$ cat config.mk
export PLATFORM = sky130hd
export DESIGN_NAME = alu_issue_ctrl_flat
export DESIGN_NICKNAME = d
export VERILOG_FILES = /design/src/rtl/alu_issue_ctrl_if.sv /design/src/rtl/alu_issue_ctrl.sv /design/src/flat_wrapper.sv
export SDC_FILE = /design/constraint.sdc
export NUM_CORES = 1
export LEC_CHECK = 0
export BUFFER_PORTS_ARGS = -buffer_cell sky130_fd_sc_hd__buf_2
export CORE_ASPECT_RATIO = 0.9
export CORE_MARGIN = 1
export CORE_UTILIZATION = 30
export CTS_CLUSTER_DIAMETER = 50
export DETAILED_ROUTE_END_ITERATION = 6
export PLACE_DENSITY_LB_ADDON = 0.05
export SYNTH_ARGS = -nofsm -noshare
export SYNTH_HDL_FRONTEND = slang
export SYNTH_SLANG_ARGS = --single-unit
$ cat constraint.sdc
create_clock -name clk -period 5.5 [get_ports clk]
set_input_delay 0.275 -clock clk [delete_from_list [all_inputs] [get_ports clk]]
set_output_delay 0.275 -clock clk [all_outputs]
set_load 0.01 [all_outputs]
$ cat src/rtl/alu_issue_ctrl_if.sv
// Request/response channels between decoder, issue controller and writeback.
// ALU_ISSUE_TAG_EN adds a 4-bit tag carried from request to response.
interface alu_issue_ctrl_if;
   logic        req_valid;
   logic        req_ready;
   logic [4:0]  req_opcode;
   logic [31:0] req_a;
   logic [31:0] req_b;
   logic        rsp_valid;
   logic        rsp_ready;
   logic [31:0] rsp_data;
   logic        rsp_err;
`ifdef ALU_ISSUE_TAG_EN
   logic [3:0]  req_tag;
   logic [3:0]  rsp_tag;

   modport slave (
      input  req_valid, req_opcode, req_a, req_b, req_tag, rsp_ready,
      output req_ready, rsp_valid, rsp_data, rsp_err, rsp_tag
   );
   modport master (
      output req_valid, req_opcode, req_a, req_b, req_tag, rsp_ready,
      input  req_ready, rsp_valid, rsp_data, rsp_err, rsp_tag
   );
`else
   modport slave (
      input  req_valid, req_opcode, req_a, req_b, rsp_ready,
      output req_ready, rsp_valid, rsp_data, rsp_err
   );
   modport master (
      output req_valid, req_opcode, req_a, req_b, rsp_ready,
      input  req_ready, rsp_valid, rsp_data, rsp_err
   );
`endif
endinterface

$ cat src/rtl/alu_issue_ctrl.sv
// Issues one op at a time to the 32-bit ALU and returns its result.
// Optional macro ALU_ISSUE_TAG_EN adds req_tag/rsp_tag to the interface.
module alu_issue_ctrl #(
   parameter int unsigned LOGIC_LAT = 1,
   parameter int unsigned ADD_LAT   = 1,
   parameter int unsigned MUL_LAT   = 4,
   parameter int unsigned FADD_LAT  = 3,
   parameter int unsigned FMUL_LAT  = 3
) (
   input  logic                   clk,
   input  logic                   rst,
   alu_issue_ctrl_if.slave        bus,
   output logic [4:0]             alu_opcode,
   output logic [31:0]            alu_a,
   output logic [31:0]            alu_b,
   output logic                   alu_enable,
   input  logic [31:0]            alu_out
);

   typedef enum logic [1:0] {
      S_IDLE,
      S_EXEC,
      S_DONE
   } state_t;

   state_t      r_state, w_state_nxt;
   logic [3:0]  r_cnt, w_cnt_nxt;
   logic        r_en, w_en_nxt;
   logic [4:0]  r_op, w_op_nxt;
   logic [31:0] r_a, w_a_nxt;
   logic [31:0] r_b, w_b_nxt;
   logic        r_vld, w_vld_nxt;
   logic [31:0] r_data, w_data_nxt;
   logic        r_err, w_err_nxt;
   logic        w_req_ready;
   logic [3:0]  w_op_lo;
   logic [3:0]  w_lat_m1;
`ifdef ALU_ISSUE_TAG_EN
   logic [3:0]  r_tag, w_tag_nxt;
`endif

   assign w_req_ready   = (r_state == S_IDLE) && !rst;
   assign bus.req_ready = w_req_ready;
   assign bus.rsp_valid = r_vld;
   assign bus.rsp_data  = r_data;
   assign bus.rsp_err   = r_err;
   assign alu_enable    = r_en;
   assign alu_opcode    = r_op;
   assign alu_a         = r_a;
   assign alu_b         = r_b;
   assign w_op_lo       = bus.req_opcode[3:0];
`ifdef ALU_ISSUE_TAG_EN
   assign bus.rsp_tag   = r_tag;
`endif

   // Counter preload is latency-1 so EXEC lasts exactly LAT cycles
   always_comb begin
      w_lat_m1 = 4'(LOGIC_LAT - 1);
      unique case (1'b1)
         w_op_lo[3]:
            w_lat_m1 = 4'(LOGIC_LAT - 1);
         (w_op_lo[3:2] == 2'b00):
            w_lat_m1 = 4'(ADD_LAT - 1);
         (w_op_lo == 4'd4):
            w_lat_m1 = 4'(MUL_LAT - 1);
         (w_op_lo == 4'd5) || (w_op_lo == 4'd6):
            w_lat_m1 = 4'(FADD_LAT - 1);
         (w_op_lo == 4'd7):
            w_lat_m1 = 4'(FMUL_LAT - 1);
         default: ;
      endcase
   end

   always_comb begin
      w_state_nxt = r_state;
      w_cnt_nxt   = r_cnt;
      w_en_nxt    = r_en;
      w_op_nxt    = r_op;
      w_a_nxt     = r_a;
      w_b_nxt     = r_b;
      w_vld_nxt   = r_vld;
      w_data_nxt  = r_data;
      w_err_nxt   = r_err;
`ifdef ALU_ISSUE_TAG_EN
      w_tag_nxt   = r_tag;
`endif
      unique case (r_state)
         S_IDLE: begin
            if (bus.req_valid && w_req_ready) begin
`ifdef ALU_ISSUE_TAG_EN
               w_tag_nxt = bus.req_tag;
`endif
               if (bus.req_opcode[4]) begin
                  w_state_nxt = S_DONE;
                  w_vld_nxt   = 1'b1;
                  w_err_nxt   = 1'b1;
                  w_data_nxt  = '0;
               end else begin
                  w_state_nxt = S_EXEC;
                  w_en_nxt    = 1'b1;
                  w_op_nxt    = bus.req_opcode;
                  w_a_nxt     = bus.req_a;
                  w_b_nxt     = bus.req_b;
                  w_cnt_nxt   = w_lat_m1;
               end
            end
         end
         S_EXEC: begin
            if (r_cnt == 4'd0) begin
               w_state_nxt = S_DONE;
               w_data_nxt  = alu_out;
               w_err_nxt   = 1'b0;
               w_vld_nxt   = 1'b1;
               w_en_nxt    = 1'b0;
               w_op_nxt    = '0;
               w_a_nxt     = '0;
               w_b_nxt     = '0;
            end else begin
               w_cnt_nxt = r_cnt - 4'd1;
            end
         end
         S_DONE: begin
            if (bus.rsp_ready) begin
               w_state_nxt = S_IDLE;
               w_vld_nxt   = 1'b0;
            end
         end
         default: w_state_nxt = S_IDLE;
      endcase
   end

   always_ff @(posedge clk) begin
      if (rst) begin
         r_state <= S_IDLE;
         r_cnt   <= '0;
         r_en    <= 1'b0;
         r_op    <= '0;
         r_a     <= '0;
         r_b     <= '0;
         r_vld   <= 1'b0;
         r_data  <= '0;
         r_err   <= 1'b0;
`ifdef ALU_ISSUE_TAG_EN
         r_tag   <= '0;
`endif
      end else begin
         r_state <= w_state_nxt;
         r_cnt   <= w_cnt_nxt;
         r_en    <= w_en_nxt;
         r_op    <= w_op_nxt;
         r_a     <= w_a_nxt;
         r_b     <= w_b_nxt;
         r_vld   <= w_vld_nxt;
         r_data  <= w_data_nxt;
         r_err   <= w_err_nxt;
`ifdef ALU_ISSUE_TAG_EN
         r_tag   <= w_tag_nxt;
`endif
      end
   end

endmodule
$ cat src/flat_wrapper.sv
// flat-port wrapper written by rule: the top's interface ports become plain ports
module alu_issue_ctrl_flat 
#(
   parameter int unsigned LOGIC_LAT = 1,
   parameter int unsigned ADD_LAT   = 1,
   parameter int unsigned MUL_LAT   = 4,
   parameter int unsigned FADD_LAT  = 3,
   parameter int unsigned FMUL_LAT  = 3
)
  (clk, rst, alu_opcode, alu_a, alu_b, alu_enable, alu_out, bus_req_valid, bus_req_opcode, bus_req_a, bus_req_b, bus_rsp_ready, bus_req_ready, bus_rsp_valid, bus_rsp_data, bus_rsp_err);
  alu_issue_ctrl_if bus_i ();
  input  logic clk;
  input  logic rst;
  output logic [4:0] alu_opcode;
  output logic [31:0] alu_a;
  output logic [31:0] alu_b;
  output logic alu_enable;
  input  logic [31:0] alu_out;
  input wire logic [$bits(bus_i.req_valid)-1:0] bus_req_valid;
  input wire logic [$bits(bus_i.req_opcode)-1:0] bus_req_opcode;
  input wire logic [$bits(bus_i.req_a)-1:0] bus_req_a;
  input wire logic [$bits(bus_i.req_b)-1:0] bus_req_b;
  input wire logic [$bits(bus_i.rsp_ready)-1:0] bus_rsp_ready;
  output wire logic [$bits(bus_i.req_ready)-1:0] bus_req_ready;
  output wire logic [$bits(bus_i.rsp_valid)-1:0] bus_rsp_valid;
  output wire logic [$bits(bus_i.rsp_data)-1:0] bus_rsp_data;
  output wire logic [$bits(bus_i.rsp_err)-1:0] bus_rsp_err;
  assign bus_i.req_valid = bus_req_valid;
  assign bus_i.req_opcode = bus_req_opcode;
  assign bus_i.req_a = bus_req_a;
  assign bus_i.req_b = bus_req_b;
  assign bus_i.rsp_ready = bus_rsp_ready;
  assign bus_req_ready = bus_i.req_ready;
  assign bus_rsp_valid = bus_i.rsp_valid;
  assign bus_rsp_data = bus_i.rsp_data;
  assign bus_rsp_err = bus_i.rsp_err;
  alu_issue_ctrl #(.LOGIC_LAT(LOGIC_LAT), .ADD_LAT(ADD_LAT), .MUL_LAT(MUL_LAT), .FADD_LAT(FADD_LAT), .FMUL_LAT(FMUL_LAT)) u_core (.clk(clk), .rst(rst), .bus(bus_i), .alu_opcode(alu_opcode), .alu_a(alu_a), .alu_b(alu_b), .alu_enable(alu_enable), .alu_out(alu_out));
endmodule
==> results of run 1 <==
## path summary, 6_finish.rpt
path / from / cells after the start / endpoint / slack [ns]
hold / removal: bus_req_a[25] / 2 / u_core.alu_a[25] / 0.13
setup reg to reg: u_core.r_cnt[0] / 6 / u_core.bus.rsp_data[5] / 3.18
setup / recovery: rst / 5 / u_core.bus.rsp_data[5] / 2.80
hold reg to reg: u_core.bus.rsp_data[28] / 2 / u_core.bus.rsp_data[28] / 0.46
## worst max-delay path, cell delays in order
cell	delay, ns
buf_2	0.23
clkinv_1	0.83
a31o_2	0.57
nand2_2	0.75
mux2i_1	0.26
## Yosys cell counts
library cell and n:
nor4b_1 1, buf_4 4, nor3_1 1, nand2_1 67, a31oi_1 1, a31o_2 2
nor2_1 5, o211ai_1 1, a21boi_1 1, ha_1 2, clkinv_1 1, buf_6 3
mux2i_1 33, nor2b_1 1, nand2_2 1, nor3b_1 1, a21boi_0 1, o221ai_1 1
clkbuf_1 14, conb_1 1, nand2b_1 2, or2_2 1, and2_1 1, nand3_1 1
a21oi_1 4, dfxtp_1 109, a211oi_1 1, buf_2 6, a21oi_2 2, o21bai_1 1
o21ai_0 2, nand4bb_1 1, a22o_1 68, or3_1 4, inv_1 5, or3b_1 1
## layout make-up
type / count / area [sq um] / area share
clock buffers: 10 / 239 / 0.0456
clock inverters: 6 / 70.1 / 0.0134
inverters: 6 / 22.5 / 0.00430
multi-input cells: 209 / 1460 / 0.279
flip-flops and latches: 109 / 2180 / 0.416
well taps: 160 / 200 / 0.0382
repair buffers: 211 / 1060 / 0.203
## routing by layer
metal | GRT usage | up-vias | share of wire
li1 | - | 1631 | -
met4 | 0.0556 | 0 | 0.016
met3 | 0.0528 | 13 | 0.081
met5 | 0 | - | 0
met2 | 0.219 | 125 | 0.44
met1 | 0.181 | 1460 | 0.47
## per-stage QoR
step           setup slack, ns  hold WS (ns)  instances
2_1_floorplan             3.70         0.400        351
3_3_place_gp              2.48         0.443        695
3_5_place_dp              2.37         0.452        695
4_1_cts                   2.73         0.118        711
5_1_grt                   2.50         0.118        711
6_report                  2.80         0.134        711
## logic make-up after synthesis
family | Yosys count
other | 1
buffers and inverters | 33
AND/OR/NAND/NOR | 88
AO/OA/AOI/OAI | 85
multiplexers | 33
adder cells (fa/ha/maj) | 2
flip-flops | 109
## power by group through the flow
| stage | Combinational [mW] | Clock (mW) | Sequential, mW |
|---|---|---|---|
| 4_1_cts | 0.196 | 0.696 | 0.843 |
| 2_1_floorplan | 0.0949 | 0 | 0.876 |
| 3_3_place_gp | 0.195 | 0 | 0.861 |
| 3_5_place_dp | 0.196 | 0 | 0.861 |
| 6_report | 0.193 | 0.667 | 0.843 |
| 5_1_grt | 0.213 | 0.724 | 0.848 |
## state kept, by name (all words and copies together) (netlist names)
signal and flops:
u_core.alu_b 32, u_core.r_state 2, u_core.alu_opcode 4, u_core.r_cnt 4, u_core.bus.rsp_data 32, u_core.bus.rsp_valid 1, u_core.alu_enable 1, u_core.alu_a 32
u_core.bus.rsp_err 1
## cells in the final DEF, fill, tap and decap left out, drive strengths merged, types with 2 or more instances in the layout
master | Yosys | final
a21boi | 2 | 2
ha | 2 | 2
nand2 | 68 | 68
dfxtp | 109 | 109
a22o | 68 | 68
or3 | 4 | 4
nand2b | 2 | 2
nor2 | 5 | 5
clkinv | 1 | 5
buf | 13 | 211
inv | 5 | 6
clkbuf | 14 | 10
a21oi | 6 | 6
o21ai | 2 | 2
a31o | 2 | 2
mux2i | 33 | 33
==> impl_metrics.yaml, run 1 <==
power_and_ir_drop:
  peakVddDrop_v: 0.000150
  clockPowerShare: 0.392
  p_int_mw: 1.29
  combPwrFrac: 0.113
  switching_share: 0.245
  fin_total_pwr_mw: 1.70
  p_leak_nw: 2.69
  p_switching_mw: 0.418
  powerDensity_nw_per_um2: 325
  p_seq_frac: 0.495
cells_and_area:
  syn_to_final_growth_pct: 37.8
  fillers: 1208
  final_area_sq_um: 5240
  diodes: 0
  final_core_util: 0.429
  drive_above_1_share: 0.426
  nets: 653
yosys:
  synth-compound-area-share: 0.188
  syn_avg_cell_area_sq_um: 10.8
  synth_cell_types: 36
  yosys-top-cells-area: "dfxtp_1, a22o_1, mux2i_1"
  syn_inst: 351
  synthXorXnorAreaFrac: 0
  synth_adder_area_share: 0.00658
  synth.net_count: 458
  netlist_area_sq_um: 3800
  yosys.area_share.simple: 0.0997
  yosys.area.top_type_share: 0.574
  synth_top_family_by_area: "compound AO/OA/AOI/OAI gates"
  muxShareOfSynthArea: 0.0869
  ys_warn_count: 0
  synth.largest_area_cell: "dfxtp_1"
  ys_ff_latch: 109
  ys_seq_area_frac: 0.574
place:
  routabilityCongestion: 0.748
  dpl_cell_area_sq_um: 4930
  port-buffer-count: 208
  place_hpwl_mm: 6.55
clocking:
  path_clk_slew_ns: 0.07
  insertion_delay_ns: 0.34
  cts_resized: 0
  cts_buffers: 9
  clock-sinks: 109
  cts_buffer_depth: 2
  htreeDepth: 3
  cts_hold_buf: 0
  cts_tree: "done"
  post_cts_buffers: 0
  clock-root-buffer: "clkbuf_16"
sta:
  fin_setup_tns_ns: 0
  skew_ns: 0.00599
  hold_viol: 0
  period_share: 0.492
  finalCriticalPeriod_ns: 2.70
  rsz0062_at_grt: "false"
  worstMarginPinSlew_ns: 1.04
  slew_violations: 0
  finalSetupViolCount: 0
  relSlewSlack: 0.302
  fmax_mhz: 370
setup_path:
  arrival_ns: 2.96
  cp_max_fo: 35
  start_kind: "input pin"
  required_ns: 5.76
  end_kind: "register"
  crit_type: "input pin to register"
drt:
  vias_per_cell: 4.54
  drt-total-wl_mm: 9.60
  first_pass_iters: 4
  drcViolationCount: 0
  final_antenna_net_count: 0
  wl_per_cell_um: 13.5
  via_count: 3229
  drt_iter0_drc: 106
grt:
  grt.overflow.total: 0
  grt_pass1_wl_mm: 14.7
  grt_pass1_vias: 3033
  grt_max_degree: 70
  antenna_found_initial: 0
  grt_use_total: 0.142
die:
  rows: 38
  start_util: 0.311
  pin_count: 210
  core-area_sq_um: 12200
  dieArea_sq_um: 13100
  die_x_um: 121
  die_h_um: 109
job:
  drv_cap: 0
hold_path:
  min_path_type: "input pin to register"
run_status:
  status: "finished, final reports clean"
Power figures use the tool's default switching activity.
==> run 2: changes to the inputs <==
==> constraint.sdc (replaced) <==
create_clock -name clk -period 2.65 [get_ports clk]
set_input_delay 0.1325 -clock clk [delete_from_list [all_inputs] [get_ports clk]]
set_output_delay 0.1325 -clock clk [all_outputs]
set_load 0.01 [all_outputs]
==> run 2 against run 1 <==
Effect of this change:
- clock skew grew 0.0022 ns
- die area unchanged
- setup slack got worse by 2.3 ns
- core utilization is 5.2 points higher
- first-iteration DRC count increased by 25%
- sequential share of layout area fell by 4.5 points
- power is 120% higher
- critical endpoint is now u_core.alu_a[13]
==> impl_metrics.yaml, run 2 (synthesized netlist as in run 1, its figures left out) <==
clocking:
  post_cts_buffers: 0
  cts_hold_buf: 59
  cts_buffer_depth: 2
  path_clk_slew_ns: 0.07
  clock-sinks: 109
  insertion_delay_ns: 0.34
  cts_tree: "done"
  cts_buffers: 9
  clock-root-buffer: "clkbuf_16"
  htreeDepth: 3
  cts_resized: 0
sta:
  fin_setup_tns_ns: 0
  finalCriticalPeriod_ns: 2.18
  whs_ns: 0.0142
  fmax_mhz: 459
  relSlewSlack: 0.444
  fin_ws_ns: 0.471
  slew_violations: 0
  skew_ns: 0.00822
  worstMarginPinSlew_ns: 0.832
  finalSetupViolCount: 0
  period_share: 0.822
  rsz0062_at_grt: "false"
  hold_viol: 0
cells_and_area:
  syn_to_final_growth_pct: 54.6
  ff_latch_area_sq_um: 2180
  nets: 715
  final_common_cell: "buf_2"
  drive_above_1_share: 0.388
  multiInputGateArea_sq_um: 1460
  fillers: 1143
  diodes: 0
  layout_common_cells: "buf_2, dfxtp_1, a22o_1"
grt:
  grt_pass1_vias: 3506
  grt_use_total: 0.157
  grt.overflow.total: 0
  use_met3: 0.0586
  grt_max_degree: 42
  use_met2: 0.269
  met1_usage: 0.180
  antenna_found_initial: 0
  grt_pass1_wl_mm: 16.3
  grt_busiest_layer: "met2"
setup_path:
  cp_cell_sequence: "inv_1, ha_1, or3b_1, a21oi_2, a21oi_4, buf_12, a22o_1"
  arrival_ns: 2.46
  crit_type: "register to register"
  cp_max_fo: 39
  required_ns: 2.93
  crit_buf_inv: 2
  start_kind: "register"
  reg2reg_from: "u_core.r_cnt[0]"
  max_stage_delay_ns: 0.69
  reg2reg_slack_ns: 0.47
  startpoint: "u_core.r_cnt[0]"
  crit_slowest_cell: "a21oi_4"
  end_kind: "register"
  cp_top_family: "compound AO/OA/AOI/OAI gates"
die:
  die_h_um: 109
  dieArea_sq_um: 13100
  rows: 38
  start_util: 0.311
  core-area_sq_um: 12200
  pin_count: 210
  die_x_um: 121
power_and_ir_drop:
  p_leak_nw: 2.96
  peakVddDrop_v: 0.000327
  fin_total_pwr_mw: 3.67
  powerDensity_nw_per_um2: 624
drt:
  final_antenna_net_count: 0
  first_pass_iters: 4
  via_count: 3511
  drcViolationCount: 0
  vias_per_cell: 4.54
  drt_iter0_drc: 133
  wl_per_cell_um: 13.4
  drt-total-wl_mm: 10.4
place:
  routabilityCongestion: 0.673
  place_ws_ns: 0.450
  place_hpwl_mm: 6.69
  port-buffer-count: 208
hold_path:
  min_path_type: "input pin to register"
  hp-start: "bus_req_b[28]"
job:
  drv_cap: 0
run_status:
  status: "finished, final reports clean"
==> run 2: changes by cell type in the layout (fill, tap and decap cells not counted), sizes merged <==
cell	delta
inv	+1
clkinvlp	+1
clkbuf	-1
clkinv	-2
bufinv	+1
buf	+3
dlygate4sd3	+59
==> run 2: area by class of cell <==
cell class / instances / area share
Clock buffer: 9 / 0.0383
Clock inverter: 7 / 0.0162
Inverter: 6 / 0.00383
Multi-Input combinational cell: 209 / 0.249
Sequential cell: 109 / 0.371
Tap cell: 160 / 0.0341
Timing Repair Buffer: 273 / 0.287
==> run 2: routing by layer <==
| metal | wire (um) | part of all wire |
|---|---|---|
| met3 | 822 | 0.079 |
| met4 | 122 | 0.012 |
| met5 | 0 | 0 |
| met2 | 4910 | 0.47 |
| met1 | 4530 | 0.44 |
==> run 2: final timing paths <==
path | to | cells past startpoint
hold reg to reg | u_core.bus.rsp_data[25] | 2
setup / recovery | u_core.alu_a[13] | 7
hold / removal | u_core.alu_b[28] | 2
setup reg to reg | u_core.alu_a[13] | 7
==> run 2: power by group <==
group          switching (mW)  internal [mW]  total [mW]
clock                   0.607          0.832        1.44
combinational           0.225          0.252       0.477
sequential             0.0389           1.71        1.75
total                   0.870           2.80        3.67
==> run 2: worst reg2reg max path: stages (launching register included) <==
cell and delay [ns]:
dfxtp_1 0.36, inv_1 0.07, ha_1 0.20, or3b_1 0.20
a21oi_2 0.10, a21oi_4 0.69, buf_12 0.31, a22o_1 0.18
==> run 2: through the flow <==
stage / std cells / utilization / instance area, sq um
5_1_grt: 773 / 0.481 / 5880
6_report: 773 / 0.481 / 5880
3_5_place_dp: 698 / 0.406 / 4970
3_3_place_gp: 698 / 0.406 / 4970
2_1_floorplan: 351 / - / 3800
4_1_cts: 773 / 0.481 / 5880
==> run 3: changes to the inputs <==
--- a/config.mk
+++ b/config.mk
@@ -5,6 +5,7 @@
 export SDC_FILE = /design/constraint.sdc
 export NUM_CORES = 1
 export LEC_CHECK = 0
+export ABC_AREA = 1
 export BUFFER_PORTS_ARGS = -buffer_cell sky130_fd_sc_hd__buf_2
 export CORE_ASPECT_RATIO = 0.9
 export CORE_MARGIN = 1
==> constraint.sdc (replaced) <==
create_clock -name clk -period 2.2 [get_ports clk]
set_input_delay 0.11 -clock clk [delete_from_list [all_inputs] [get_ports clk]]
set_output_delay 0.11 -clock clk [all_outputs]
set_load 0.01 [all_outputs]
==> run 3 against run 2 <==
Effect of this change:
- via count rose by 32%
- largest cell class unchanged
- global-route usage rose by 1.2 points
- critical endpoint is now u_core.r_cnt[2]
- largest power group unchanged
- hold slack improved by 0.023 ns
==> impl_metrics.yaml, run 3 <==
run_status:
  status: "finished, final reports clean"
yosys:
  synth_cell_types: 27
  netlist_area_sq_um: 4540
  yosys.area.top_type_share: 0.481
  synth_adder_area_share: 0.00552
  synthXorXnorAreaFrac: 0.00193
  synth_most_common_cell: "nand2_1"
  async_reset_ff_frac: 0
  syn_inst: 623
  yosys.area_share.simple: 0.327
  synth_edf_count: 0
  yosys-top-cells-area: "dfxtp_1, nand2_1, nand4_1"
  synth.net_count: 730
  ys_warn_count: 0
  synth_common_cells: "nand2_1, dfxtp_1, a21oi_1"
  syn_avg_cell_area_sq_um: 7.28
  muxShareOfSynthArea: 0
  synthFlopType: "dfxtp_1"
  ys_ff_latch: 109
  synth.largest_area_cell: "dfxtp_1"
  synth_top_family_by_area: "simple AND/OR/NAND/NOR gates"
  synth-compound-area-share: 0.0951
  ys_seq_area_frac: 0.481
hold_path:
  min_path_type: "input pin to register"
place:
  routabilityCongestion: 0.789
  place_hpwl_mm: 8.56
  port-buffer-count: 208
setup_path:
  max_stage_delay_ns: 0.51
  start_kind: "register"
  crit_slowest_cell: "dfxtp_1"
  crit_type: "register to register"
  cpMostUsedCell: "nand2_1"
  required_ns: 2.47
  end_kind: "register"
  cp_max_fo: 70
  arrival_ns: 2.02
  cp_cell_sequence: "nor2_2, o21ai_4, buf_12, nand2_1, nor2_1, nand2_1, a21oi_1"
die:
  dieArea_sq_um: 15600
  core-area_sq_um: 14700
  die_h_um: 119
  die_x_um: 132
  rows: 42
  start_util: 0.308
  pin_count: 210
grt:
  grt_max_degree: 110
  grt_pass1_wl_mm: 21.3
  grt.overflow.total: 0
  grt_use_total: 0.168
  antenna_found_initial: 0
  grt_pass1_vias: 4199
power_and_ir_drop:
  powerDensity_nw_per_um2: 850
  p_leak_nw: 2.86
  peakVddDrop_v: 0.000458
sta:
  hold_viol: 0
  period_share: 0.796
  slew_violations: 0
  worstMarginPinSlew_ns: 0.550
  fmax_mhz: 571
  relSlewSlack: 0.633
  fin_setup_tns_ns: 0
  finalCriticalPeriod_ns: 1.75
  finalSetupViolCount: 0
  rsz0062_at_grt: "false"
  whs_ns: 0.0370
  skew_ns: 0.00686
drt:
  drcViolationCount: 0
  drt-total-wl_mm: 13.3
  drt_iter0_drc: 212
  via_count: 4628
  final_antenna_net_count: 0
  wl_per_cell_um: 13.2
  first_pass_iters: 4
  vias_per_cell: 4.61
clocking:
  insertion_delay_ns: 0.35
  post_cts_buffers: 0
  cts_resized: 0
  cts_buffers: 9
  htreeDepth: 3
  cts_buffer_depth: 2
  cts_tree: "done"
  cts_hold_buf: 0
  clock-sinks: 109
  path_clk_slew_ns: 0.07
  clock-root-buffer: "clkbuf_16"
cells_and_area:
  syn_to_final_growth_pct: 33.0
  nets: 908
  diodes: 0
  final_common_cell: "nand2_1"
  drive_above_1_share: 0.305
  layout_common_cells: "nand2_1, buf_2, dfxtp_1"
job:
  drv_cap: 0
==> run 3: cell types whose count changed in the layout (fill, tap and decap cells not counted), moves of 5 or more <==
cell           delta
nor2_1           +41
clkbuf_8          +5
a21oi_1          +69
nand2_1         +142
mux2i_1          -33
dlygate4sd3_1    -59
inv_1            +35
nand4_1          +68
a22o_1           -68
==> run 3: final cells by class <==
class	instances	area (sq um)
Multi-Input combinational cell	421	1950
Fill cell	1561	8680
Clock buffer	14	294
Clock inverter	2	37.5
Sequential cell	109	2180
Timing Repair Buffer	219	1160
Inverter	41	154
Tap cell	198	248
==> run 3: critical path, delay by kind of cell (launching register included) <==
kind                   cells  cell delay (ns)
and+or+nand+nor            4             0.55
DFF                        1             0.51
buffers and inverters      1             0.30
AOI/OAI and AO/OA          2             0.25
==> run 3: where the power goes <==
group	internal, mW	total (mW)	switching, mW
combinational	0.426	1.13	0.699
clock	1.04	1.77	0.727
sequential	2.15	2.24	0.0870
total	3.62	5.13	1.51
==> run 3: worst paths after layout <==
| path | from | to | slack (ns) | cells past startpoint |
|---|---|---|---|---|
| max | u_core.r_state[1] | u_core.r_cnt[2] | 0.45 | 7 |
| min | bus_req_b[30] | u_core.alu_b[30] | 0.04 | 3 |
| min reg2reg | u_core.alu_b[3] | u_core.alu_b[3] | 0.46 | 2 |
| max reg2reg | u_core.r_state[1] | u_core.r_cnt[2] | 0.45 | 7 |
==> run 3: cells by family after synthesis <==
kind of cell	count (synthesis)
compound gates	81
xor+xnor	1
fa+ha+maj	2
buf+inv	93
flops	109
other cells	1
simple gates	336
==> run 3: through the flow <==
stage               setup slack (ns)  power (mW)   util  cell area (sq um)  instances
detailed placement             0.476        3.42  0.387               5700        988
CTS                            0.464        5.21  0.410               6030       1004
global placement               0.515        3.40  0.387               5700        988
global route                   0.261        5.44  0.410               6030       1004
floorplan                      0.785        2.99      -               4540        623
finish                         0.449        5.13  0.410               6030       1004
==> run 3: layer usage <==
layer	routed length, um	track usage
met4	155	0.0487
met2	5850	0.255
met5	0	0
met1	6210	0.224
met3	1060	0.0588
